## src/rtl/sample_reader.sv

```systemverilog
// Reads samples from a RAM ring written by an upstream writer and presents them on a registered valid/ready port.
// Optional decimation is enabled with the SAMPLE_READER_DECIM_EN define.
module sample_reader #(
   parameter int DATA_WIDTH = 12,
   parameter int ADDR_WIDTH = 8
) (
   input  logic                  clk_i,
   input  logic                  rst_i,
   input  logic [ADDR_WIDTH:0]   w_ptr_i,
   output logic [ADDR_WIDTH-1:0] r_addr_o,
   input  logic [DATA_WIDTH-1:0] r_data_i,
   output logic [ADDR_WIDTH:0]   r_ptr_o,
   input  logic                  flush_i,
   output logic [DATA_WIDTH-1:0] data_o,
   output logic                  valid_o,
   input  logic                  ready_i,
   output logic                  empty_o,
   output logic [ADDR_WIDTH:0]   level_o,
`ifdef SAMPLE_READER_DECIM_EN
   input  logic [7:0]            decim_i,
`endif
   output logic                  state_o
);

   // Handshake: a sample transfers on any rising edge where valid_o and ready_i are both high;
   // once valid_o is raised, data_o stays fixed until that transfer (or a flush/reset) happens.

   typedef enum logic {
      ST_EMPTY = 1'b0,
      ST_HOLD  = 1'b1
   } state_t;

   localparam logic [ADDR_WIDTH:0] PTR_ONE = {{ADDR_WIDTH{1'b0}}, 1'b1};

   state_t state_q;
   logic   fetch;

   assign empty_o  = (w_ptr_i == r_ptr_o);
   assign level_o  = w_ptr_i - r_ptr_o;
   assign r_addr_o = r_ptr_o[ADDR_WIDTH-1:0];
   assign state_o  = (state_q == ST_HOLD);

`ifdef SAMPLE_READER_DECIM_EN
   logic [7:0] phase_q;
   logic [7:0] phase_next;

   assign phase_next = (phase_q >= decim_i) ? 8'd0 : phase_q + 8'd1;
   // Skipped words are only consumed while nothing is held, so a held sample is never overwritten.
   assign fetch = !empty_o && ((state_q == ST_EMPTY) || (ready_i && (phase_q == 8'd0)));

   always_ff @(posedge clk_i) begin
      if (rst_i) begin
         r_ptr_o <= '0;
         data_o  <= '0;
         valid_o <= 1'b0;
         state_q <= ST_EMPTY;
         phase_q <= 8'd0;
      end else if (flush_i) begin
         r_ptr_o <= w_ptr_i;
         valid_o <= 1'b0;
         state_q <= ST_EMPTY;
         phase_q <= 8'd0;
      end else if (fetch) begin
         r_ptr_o <= r_ptr_o + PTR_ONE;
         phase_q <= phase_next;
         if (phase_q == 8'd0) begin
            data_o  <= r_data_i;
            valid_o <= 1'b1;
            state_q <= ST_HOLD;
         end else begin
            valid_o <= 1'b0;
            state_q <= ST_EMPTY;
         end
      end else if ((state_q == ST_HOLD) && ready_i) begin
         valid_o <= 1'b0;
         state_q <= ST_EMPTY;
      end
   end
`else
   assign fetch = !empty_o && ((state_q == ST_EMPTY) || ready_i);

   always_ff @(posedge clk_i) begin
      if (rst_i) begin
         r_ptr_o <= '0;
         data_o  <= '0;
         valid_o <= 1'b0;
         state_q <= ST_EMPTY;
      end else if (flush_i) begin
         r_ptr_o <= w_ptr_i;
         valid_o <= 1'b0;
         state_q <= ST_EMPTY;
      end else if (fetch) begin
         r_ptr_o <= r_ptr_o + PTR_ONE;
         data_o  <= r_data_i;
         valid_o <= 1'b1;
         state_q <= ST_HOLD;
      end else if ((state_q == ST_HOLD) && ready_i) begin
         valid_o <= 1'b0;
         state_q <= ST_EMPTY;
      end
   end
`endif

endmodule

```

## config.mk

```make
export PLATFORM = sky130hd
export DESIGN_NAME = sample_reader
export DESIGN_NICKNAME = d
export VERILOG_FILES = /design/src/rtl/sample_reader.sv
export SDC_FILE = /design/constraint.sdc
export NUM_CORES = 1
export LEC_CHECK = 0
export ABC_AREA = 1
export CAP_MARGIN = 15
export CORE_UTILIZATION = 43
export DETAILED_ROUTE_END_ITERATION = 12
export PLACE_DENSITY = 0.84
export SKIP_LAST_GASP = 1
export SLEW_MARGIN = 20
export SYNTH_ARGS = -nofsm -noshare
export SYNTH_HDL_FRONTEND = slang
export SYNTH_SLANG_ARGS = --single-unit
export TNS_END_PERCENT = 50
```

## constraint.sdc

```tcl
create_clock -name clk_i -period 2.8 [get_ports clk_i]
set_clock_uncertainty 0.2 [all_clocks]
set_input_delay 0.56 -clock clk_i [delete_from_list [all_inputs] [get_ports clk_i]]
set_output_delay 0.56 -clock clk_i [all_outputs]
set_load 0.02 [all_outputs]
```

==> results.md, run 1 <==
- WL per Instance: 13.1 µm
- Vias: between 1500 and 2000
- Core ar.: about 3400 µm²
- P_int: 0.665 mW
- Arrival time worst endpoint: between 1.5 and 2 ns
- Setup crit end kind: output pin
- Final core occ: between 70% and 80%
- Hold_buf cts: 0
- Synth area leaders: dfxtp_1 (28%), nand2_1 (10%), ha_1 (7.1%)
- Area Overhead vs Synth: 60.4%
- Synthesized area per cell: 7.24 µm²
- Root buffer cell: clkbuf_8
- Worst hold path class: register to register
- Highest metal used: met4
- Antenna Diode Count: 0
- Routed length on met2: 2.38 mm
- Clock sink count: 22
- Cell Rows: 21
- Initial Util: 46.3%
- Yosys top cell by area: dfxtp_1
- Drt first pass iters: 4
- Vias in the first global route: 1675
- DR vias/cell: between 5 and 6
- Detail Route Antenna Nets: 0
- Max Fanout on Critical Path: 4
- Clock network latency to the later pin of the worst-skew pair: 0.26 ns
- Initial antenna violation count: 0
- Mapped Cells: 220
- GRT overflow: 0
- Top cell type's share of synthesized area: 27.7%
- Period minus WS final: around 2.8 ns
- CTS tree: done
- Post-route design area: 2550 µm²
- IO Port Bufs: between 60 and 70
- Hold Fails Final Rpt: 0
- Gpl congestion: 0.862
- Max_slew headroom: 73.0%
- CP Class: input port to output pin
- Commonest non-fill, non-tap cell in the layout: clkdlybuf4s50_1
- Nets: 342
- # DRC: 0
- Pwr Density: roughly 400 nW/µm²
- GRT Resource Usage Total: a little under a quarter
- Chip width: 62.9 µm
- Clock Power Share: 19.4%
- Total Wirelength: 4.62 mm
- Io pins: 66
- Fmax: 0.363 GHz
- # fillers: between 200 and 300
- Die area: 3950 µm²
- Clk slew on worst S/H paths: approximately 0.080 ns
- Largest net degree at the start of global routing: 15
- Synthesized area: about 1600 µm²
- Leakage: ~1.1 nW
- Critical Path Source Type: input port
- WL met1: 1.93 mm
- Post-synthesis sequential area ratio: 27.7%
- Final Cycle Share: 98.3%
- Placement Cell Area: ~2400 µm²
- Synth Register Bits: 22
- CTS buffer count: 3
- Die height: 62.9 µm
- Net Switching: 0.357 mW
- Maxcap violations: 0
- Cell variety after synth: 30
- Starting DRT DRC Count: around 120
- Share of layout cells above drive strength 1: 26.2%
- DR WL met3: between 200 and 250 µm
- Htree depth: 1
- Commonest cells after routing, fill and taps aside: clkdlybuf4s50_1 (49), nand2_1 (42), buf_4 (37)
- Worst slew pin tran: between 0.4 and 0.5 ns
- Maximum vdd drop: 284 µV
- First-pass GRT wire length: 7.40 mm
- Hpwl dp: roughly 3.5 mm
- Final Max Slew Viols: 0
- Yosys warnings: 0
- Status: finished clean
- Sw frac: 35.0%
- Clock Tree Buf Depth: 2
- Seq pwr share: 33.9%
- Gate power share: 46.7%
- WP data required: around 2.0 ns
- Final setup fails: 0
- Mapped Nets: 255
- Total Power: 1.02 mW
==> routing by layer <==
| metal | vias up | GRT usage [%] |
|---|---|---|
| li1 | 895 | - |
| met1 | 815 | 27.9 |
| met2 | 65 | 41.1 |
| met3 | 10 | 5.11 |
| met4 | 0 | 6.98 |
| met5 | - | 0 |
==> critical path, cell delays in order <==
cell and delay [ns]:
dlygate4sd2_1 0.26, ha_4 0.23, buf_4 0.14, nand3b_1 0.10, nand2_2 0.08, buf_4 0.13
a31oi_1 0.17, xnor2_1 0.13, buf_2 0.17
==> synthesized netlist by cell type <==
master / count
nand3_1: 16
clkbuf_1: 3
inv_2: 1
ha_1: 9
nand2_4: 2
a21oi_2: 8
nor2_1: 14
nor2_2: 1
nand3b_1: 1
buf_4: 10
dfxtp_1: 22
inv_1: 21
nand4_1: 14
fa_1: 1
buf_8: 1
nand3_4: 1
a31oi_1: 1
a21o_1: 2
a211oi_1: 1
buf_2: 4
o21ai_0: 5
nand2_2: 8
xnor2_1: 4
o211ai_1: 1
nand2_1: 43
o21ai_1: 2
a21oi_1: 15
nand3_2: 1
xor2_1: 7
o21a_1: 1
==> kinds of logic (layout without fill, tap and decap cells) <==
family	Yosys count	count (layout)	synth area share [%]
AND/OR/NAND/NOR	101	101	31.1
buffers and inverters	40	125	12.8
AO/OA/AOI/OAI	36	36	14.1
flip-flops	22	22	27.7
XOR/XNOR	11	11	6.05
adder cells (fa/ha/maj)	10	10	8.33
==> area by class of cell <==
class | count | area [µm²] | area share (%)
sequential | 22 | 440 | 17.2
tap | 46 | 57.6 | 2.25
multi-input combinational | 158 | 1040 | 40.7
inverter | 22 | 82.6 | 3.23
clock buffer | 3 | 41.3 | 1.62
timing repair buffer | 100 | 892 | 34.9
==> final timing paths <==
check / cells past startpoint / from / slack [ns] / to
setup / recovery: 9 / w_ptr_i[2] / 0.05 / level_o[6]
hold / removal: 2 / data_o[6] / 0.27 / data_o[6]
setup reg to reg: 11 / r_ptr_o[7] / 0.69 / r_ptr_o[6]
hold reg to reg: 2 / data_o[6] / 0.27 / data_o[6]
==> power by group through the flow <==
stage | registers (mW) | clock network (mW) | logic, mW
floorplan | 0.384 | 0 | 0.214
global placement | 0.352 | 0 | 0.457
detailed placement | 0.353 | 0 | 0.464
CTS | 0.346 | 0.204 | 0.462
global route | 0.349 | 0.218 | 0.514
finish | 0.346 | 0.199 | 0.478
==> timing repair <==
action,4_1_cts,5_1_grt
endpoints found under the setup margin,10,6
setup buffers,0,2
pin swaps,5,6
resized for setup,49,12
==> sequential cells by signal (all words and copies together), names as in the netlist <==
register  count
data_o       12
state_o       1
r_ptr_o       9
==> through the flow <==
stage | hold WS [ns] | worst slack, ns | cells | setup TNS, ns
floorplan | 0.338 | 0.0716 | 220 | 0
CTS | 0.267 | -0.0519 | 349 | -0.0519
global placement | 0.249 | -0.838 | 346 | -5.54
detailed placement | 0.257 | -0.901 | 346 | -5.89
finish | 0.265 | 0.0477 | 351 | 0
global route | 0.291 | -0.00963 | 351 | -0.0143
Note: power is estimated with default switching activity, not from simulation.
==> run 2, diff against run 1 <==
--- a/config.mk
+++ b/config.mk
@@ -7,6 +7,7 @@
 export LEC_CHECK = 0
 export ABC_AREA = 1
 export CAP_MARGIN = 15
+export CORE_ASPECT_RATIO = 1.75
 export CORE_UTILIZATION = 43
 export DETAILED_ROUTE_END_ITERATION = 12
 export PLACE_DENSITY = 0.84
==> results.md, run 2 (synthesis gave the netlist of run 1 again) <==
- Clock network latency to the later pin of the worst-skew pair: between 0.2 and 0.3 ns
- Cell Rows: 28
- Root buffer cell: clkbuf_8
- Clock sink count: 22
- Antenna Diode Count: 0
- Area Overhead vs Synth: 63.2%
- Final setup fails: 0
- CTS buffer count: 3
- Setup crit end kind: output pin
- Clock Tree Buf Depth: 2
- GRT Resource Usage Total: 24.7%
- Unrepaired setup endpoints after global routing: yes
- Max_slew headroom: between 70 and 80%
- Critical Path Source Type: input port
- # fillers: approximately 260
- Final Cycle Share: between 90% and 100%
- Max Fanout on Critical Path: 3
- Post-route design area: 2600 µm²
- GRT overflow: 0
- R2r worst-path depth: 11
- WHS: 0.264 ns
- Die area: 3960 µm²
- Total Wirelength: 4.71 mm
- Slowest cell delay on critical path: 0.27 ns
- Share of layout cells above drive strength 1: 27.8%
- Reg2Reg Capture Point: r_ptr_o[6]
- Vias in the first global route: between 1500 and 2000
- Hpwl dp: 3.42 mm
- Pwr Density: 408 nW/µm²
- Worst slew pin tran: 0.326 ns
- Reg2reg setup slack: 0.71 ns
- Chip width: 48.0 µm
- Hold Fails Final Rpt: 0
- Maxcap violations: 0
- Vias: 1768
- Leakage: about 1.2 nW
- Largest register FFs: 12
- CP Class: input port to output pin
- Most used cell, CP: buf_4
- Reg with most FFs: data_o
- DR vias/cell: between 5 and 6
- Initial Util: 45.9%
- CTS tree: done
- Commonest cells after routing, fill and taps aside: clkdlybuf4s50_1 (49), nand2_1 (42), buf_4 (35)
- Critical Path Start: w_ptr_i[2]
- Placement Cell Area: 2430 µm²
- Nets: 342
- WL per Instance: 13.4 µm
- Arrival time worst endpoint: ~2.0 ns
- Largest net degree at the start of global routing: 30
- Starting DRT DRC Count: 47
- Final Max Slew Viols: 0
- CP Cell Sequence: clkdlybuf4s15_1 -> ha_4 -> buf_4 -> nand3b_1 -> nand2_2 -> buf_4 -> a31oi_2 -> xnor2_1 -> buf_2
- CP max stage cell: ha_4
- Gpl congestion: 0.804
- Initial antenna violation count: 0
- Worst hold path class: register to register
- Io pins: 66
- Detail Route Antenna Nets: 0
- Commonest non-fill, non-tap cell in the layout: clkdlybuf4s50_1
- Maximum vdd drop: ~370 µV
- IO Port Bufs: 65
- Drt first pass iters: 4
- Core ar.: between 3000 and 4000 µm²
- # DRC: 0
- Crit path to: level_o[6]
- Fmax: around 0.36 GHz
- Multi-input gate area: 1070 µm²
- Die height: between 80 and 90 µm
- Critical R2R Launch: r_ptr_o[7]
- First-pass GRT wire length: 7.16 mm
- FF/Latch Area: 440 µm²
- Clk slew on worst S/H paths: 0.08 ns
- Status: finished clean
- Period minus WS final: about 2.8 ns
- WP data required: 2.04 ns
- Htree depth: 1
run 2: cell types whose count changed in the layout (fill, tap and decap cells not counted), sizes merged:
| cell | delta |
|---|---|
| clkbuf | +1 |
| clkdlybuf4s15 | +1 |
| dlygate4sd2 | -2 |
| dlymetal6s2s | +1 |
run 2: final cells by class:
| class | instances | share of cell area (%) |
|---|---|---|
| clock buffers | 4 | 2.12 |
| inverters | 22 | 3.18 |
| multi-input cells | 158 | 41.0 |
| flip-flops and latches | 22 | 16.9 |
| well taps | 45 | 2.17 |
| repair buffers | 100 | 34.6 |
run 2: routing by layer:
| metal | wire length (µm) | vias to the layer above | GRT usage [%] | part of all wire (%) |
|---|---|---|---|---|
| met1 | 1760 | 821 | 24.8 | 37 |
| met2 | 2730 | 42 | 48.6 | 58 |
| met3 | 137 | 9 | 2.39 | 2.9 |
| met5 | 0 | - | 0 | 0 |
| met4 | 76 | 0 | 8.06 | 1.6 |
| li1 | - | 896 | - | - |
run 2: worst min-delay path by stage:
stage | slack (ns) | start | end | depth (start not counted)
finish | 0.26 | data_o[8] | data_o[8] | 2
global route | 0.29 | data_o[4] | data_o[4] | 2
CTS | 0.27 | data_o[8] | data_o[8] | 2
detailed placement | 0.25 | data_o[4] | data_o[4] | 2
global placement | 0.25 | data_o[8] | data_o[8] | 2
floorplan | 0.34 | data_o[7] | data_o[7] | 2
run 2: where the power goes:
part / internal (mW) / switching, mW / leakage (nW)
Sequential: 0.333 / 0.0134 / 0.182
Combinational: 0.239 / 0.246 / 0.953
Clock: 0.125 / 0.103 / 0.0288
run 2: through the flow:
step	setup slack, ns	power [mW]	cells	TNS [ns]	utilization, %
5_1_grt	-0.0208	1.12	351	-0.0363	75.0
3_5_place_dp	-0.918	0.817	345	-5.72	69.9
2_1_floorplan	0.0716	0.598	220	0	-
4_1_cts	-0.0451	1.05	350	-0.0831	73.4
3_3_place_gp	-0.818	0.804	345	-5.39	69.9
6_report	0.0464	1.06	351	0	75.0
run 2: critical path: cells and delay by family:
family | cells | cell delay (ns)
compound gates | 1 | 0.17
fa+ha+maj | 1 | 0.27
simple gates | 2 | 0.17
buf+inv | 4 | 0.68
xor+xnor | 1 | 0.13
run 2: timing repair:
| action | in CTS | in global routing |
|---|---|---|
| pin swaps | 6 | 7 |
| setup buffers | 1 | 1 |
| hold buffers | 0 | 0 |
| endpoints found under the hold margin | 0 | 0 |
| resized for setup | 52 | 14 |
| endpoints found under the setup margin | 10 | 7 |
==> run 3, diff against run 2 <==
--- a/config.mk
+++ b/config.mk
@@ -5,12 +5,12 @@
 export SDC_FILE = /design/constraint.sdc
 export NUM_CORES = 1
 export LEC_CHECK = 0
-export ABC_AREA = 1
 export CAP_MARGIN = 15
 export CORE_ASPECT_RATIO = 1.75
-export CORE_UTILIZATION = 43
+export CORE_UTILIZATION = 42
+export CTS_CLUSTER_DIAMETER = 100
 export DETAILED_ROUTE_END_ITERATION = 12
-export PLACE_DENSITY = 0.84
+export PLACE_DENSITY = 0.85
 export SKIP_LAST_GASP = 1
 export SLEW_MARGIN = 20
 export SYNTH_ARGS = -nofsm -noshare
==> results.md, run 3 <==
- # fillers: about 250
- Worst slew pin tran: 0.679 ns
- M1 GR Usage: 24.5%
- Clock network latency to the later pin of the worst-skew pair: around 0.27 ns
- Top cell type's share of synthesized area: 30.0%
- Dominant synthesized flop cell: dfxtp_1
- Total Wirelength: 4.17 mm
- CP Cell Sequence: clkdlybuf4s15_1 -> ha_4 -> buf_6 -> o2111ai_2 -> o21ai_2 -> o41ai_2 -> xnor2_1 -> buf_4
- R2r worst-path depth: 10
- Reg2reg setup slack: 0.46 ns
- Maxcap violations: 0
- DR vias/cell: 5.09
- Cell variety after synth: 39
- Antenna Diode Count: 0
- Maximum vdd drop: 248 µV
- Synth area leaders: dfxtp_1 (30%), ha_1 (7.7%), nand2_1 (6.9%)
- GRT Resource Usage Total: 23.9%
- WP data required: 2.04 ns
- Post-route design area: 2550 µm²
- Gpl congestion: between 0.7 and 0.8
- Root buffer cell: clkbuf_8
- Yosys warnings: 0
- Yosys top cell by area: dfxtp_1
- Area Overhead vs Synth: 74.1%
- Clock Tree Buf Depth: 2
- Placement Cell Area: 2340 µm²
- Htree depth: 1
- Mapped Nets: 215
- Commonest non-fill, non-tap cell in the layout: clkdlybuf4s50_1
- Largest register FFs: 12
- Pwr Density: about 430 nW/µm²
- Die height: 80.2 µm
- Setup crit end kind: output pin
- Hold Fails Final Rpt: 0
- Worst hold path class: register to register
- Arrival time worst endpoint: 2.04 ns
- Nets: 305
- Unrepaired setup endpoints after global routing: yes
- Hpwl dp: 3.06 mm
- Post-synth ARST share: 0%
- Final Max Slew Viols: 0
- Drt first pass iters: 4
- Gr busiest metal: met2
- Post-synthesis sequential area ratio: 30.0%
- Clk slew on worst S/H paths: ~0.080 ns
- Hold endpoint: data_o[2]
- Starting DRT DRC Count: 25
- Final Cycle Share: 100%
- Max_slew headroom: 54.5%
- Detail Route Antenna Nets: 0
- Commonest cells after routing, fill and taps aside: clkdlybuf4s50_1 (50), buf_4 (35), nand2_1 (27)
- Io pins: 66
- WHS: 0.256 ns
- # DRC: 0
- Initial antenna violation count: 0
- Vias: 1597
- Share of layout cells above drive strength 1: 30.1%
- GRT overflow: 0
- Met3 GRT Util: approximately 2.7%
- Mapped Cells: 180
- Slowest cell delay on critical path: between 0.3 and 0.4 ns
- EDFF count, synth: 0
- Worst Hold Path Cells: 2
- Fmax: 0.357 GHz
- IO Port Bufs: 65
- Chip width: approximately 47 µm
- Setup ws final: -0.00395 ns
- Reg with most FFs: data_o
- Vias in the first global route: 1596
- Failing checks: negative setup slack
- Hold Path Origin: data_o[2]
- Initial Util: 43.6%
- Clock sink count: 22
- Critical Path Start: w_ptr_i[2]
- Leakage: 1.01 nW
- Max Fanout on Critical Path: 5
- CP Class: input port to output pin
- Largest net degree at the start of global routing: 20
- Period minus WS final: 2.80 ns
- Synth Register Bits: 22
- Cell Rows: 28
- First-pass GRT wire length: between 6 and 7 mm
- Count leader, synth: nand2_1
- Core ar.: roughly 3400 µm²
- Synthesized area: approximately 1500 µm²
- WL per Instance: 13.3 µm
- Reg2Reg Capture Point: r_ptr_o[2]
- Die area: 3740 µm²
- Post-Place Worst Slack: -1.02 ns
- CP max stage cell: o41ai_2
- CTS buffer count: 3
- Final setup fails: 1
- Critical R2R Launch: r_ptr_o[4]
- Status: complete, but fails checks
- Synthesized area per cell: 8.15 µm²
- GR met2 Demand/Resource: 43.8%
- Post-synth top cells: nand2_1 (27), dfxtp_1 (22), a21oi_1 (17), inv_1 (14), nor2_1 (13)
- Critical Path Source Type: input port
- CTS tree: done
run 3: layout make-up:
type                       count  area [µm²]  area share (%)
clock buffer                   4        55.1            2.16
inverter                      15        58.8            2.30
multi-input combinational    129        1030            40.5
sequential                    22         443            17.4
tap                           45        56.3            2.21
timing repair buffer          99         905            35.4
run 3: what timing repair did:
item / CTS / global route
hold buffers: 0 / 0
pin swaps: 10 / 4
setup endpoints to repair: 10 / 6
gates resized for setup: 73 / 3
setup buffers: 1 / 0
run 3: worst max-delay path by stage:
stage	endpoint	slack, ns	depth (start not counted)
after global placement	level_o[6]	-1.02	10
after CTS	empty_o	-0.0002	6
after global routing	level_o[6]	-0.05	10
after detailed placement	level_o[6]	-1.02	10
final	level_o[7]	-0.004	8
after floorplan	level_o[8]	0.05	6
run 3: report_power, final:
part | total [mW] | internal (mW) | switching, mW
sequential | 0.346 | 0.334 | 0.0117
clock | 0.232 | 0.126 | 0.107
combinational | 0.525 | 0.268 | 0.257
total | 1.10 | 0.727 | 0.375
run 3: per-stage QoR:
| step | std cells | setup TNS (ns) | total power, mW | util, % |
|---|---|---|---|---|
| CTS | 314 | -0.000176 | 1.10 | 75.9 |
| floorplan | 180 | 0 | 0.602 | - |
| detailed placement | 309 | -9.90 | 0.832 | 69.7 |
| global placement | 309 | -9.47 | 0.827 | 69.7 |
| finish | 314 | -0.00395 | 1.10 | 75.9 |
| global route | 314 | -0.136 | 1.16 | 75.9 |
run 3: cells by family (layout without fill, tap and decap cells):
family | Yosys count | in the layout | synth area share, %
and+or+nand+nor | 67 | 67 | 24.2
AOI/OAI and AO/OA | 38 | 38 | 17.6
buffers and inverters | 29 | 118 | 10.1
DFF | 22 | 22 | 30.0
xor gates and xnor gates | 12 | 12 | 7.68
adders and majority gates | 10 | 10 | 9.04
muxes | 2 | 2 | 1.37
run 3: worst max-delay path: cells and delay by family:
family	cells	cell delay, ns
compound gates	3	0.57
buf+inv	3	0.51
fa+ha+maj	1	0.24
xor+xnor	1	0.16
run 3: layer usage:
layer | up-vias | part of all wire, %
met3 | 11 | 3.7
li1 | 791 | -
met5 | - | 0
met2 | 56 | 55
met1 | 739 | 38
met4 | 0 | 3.2
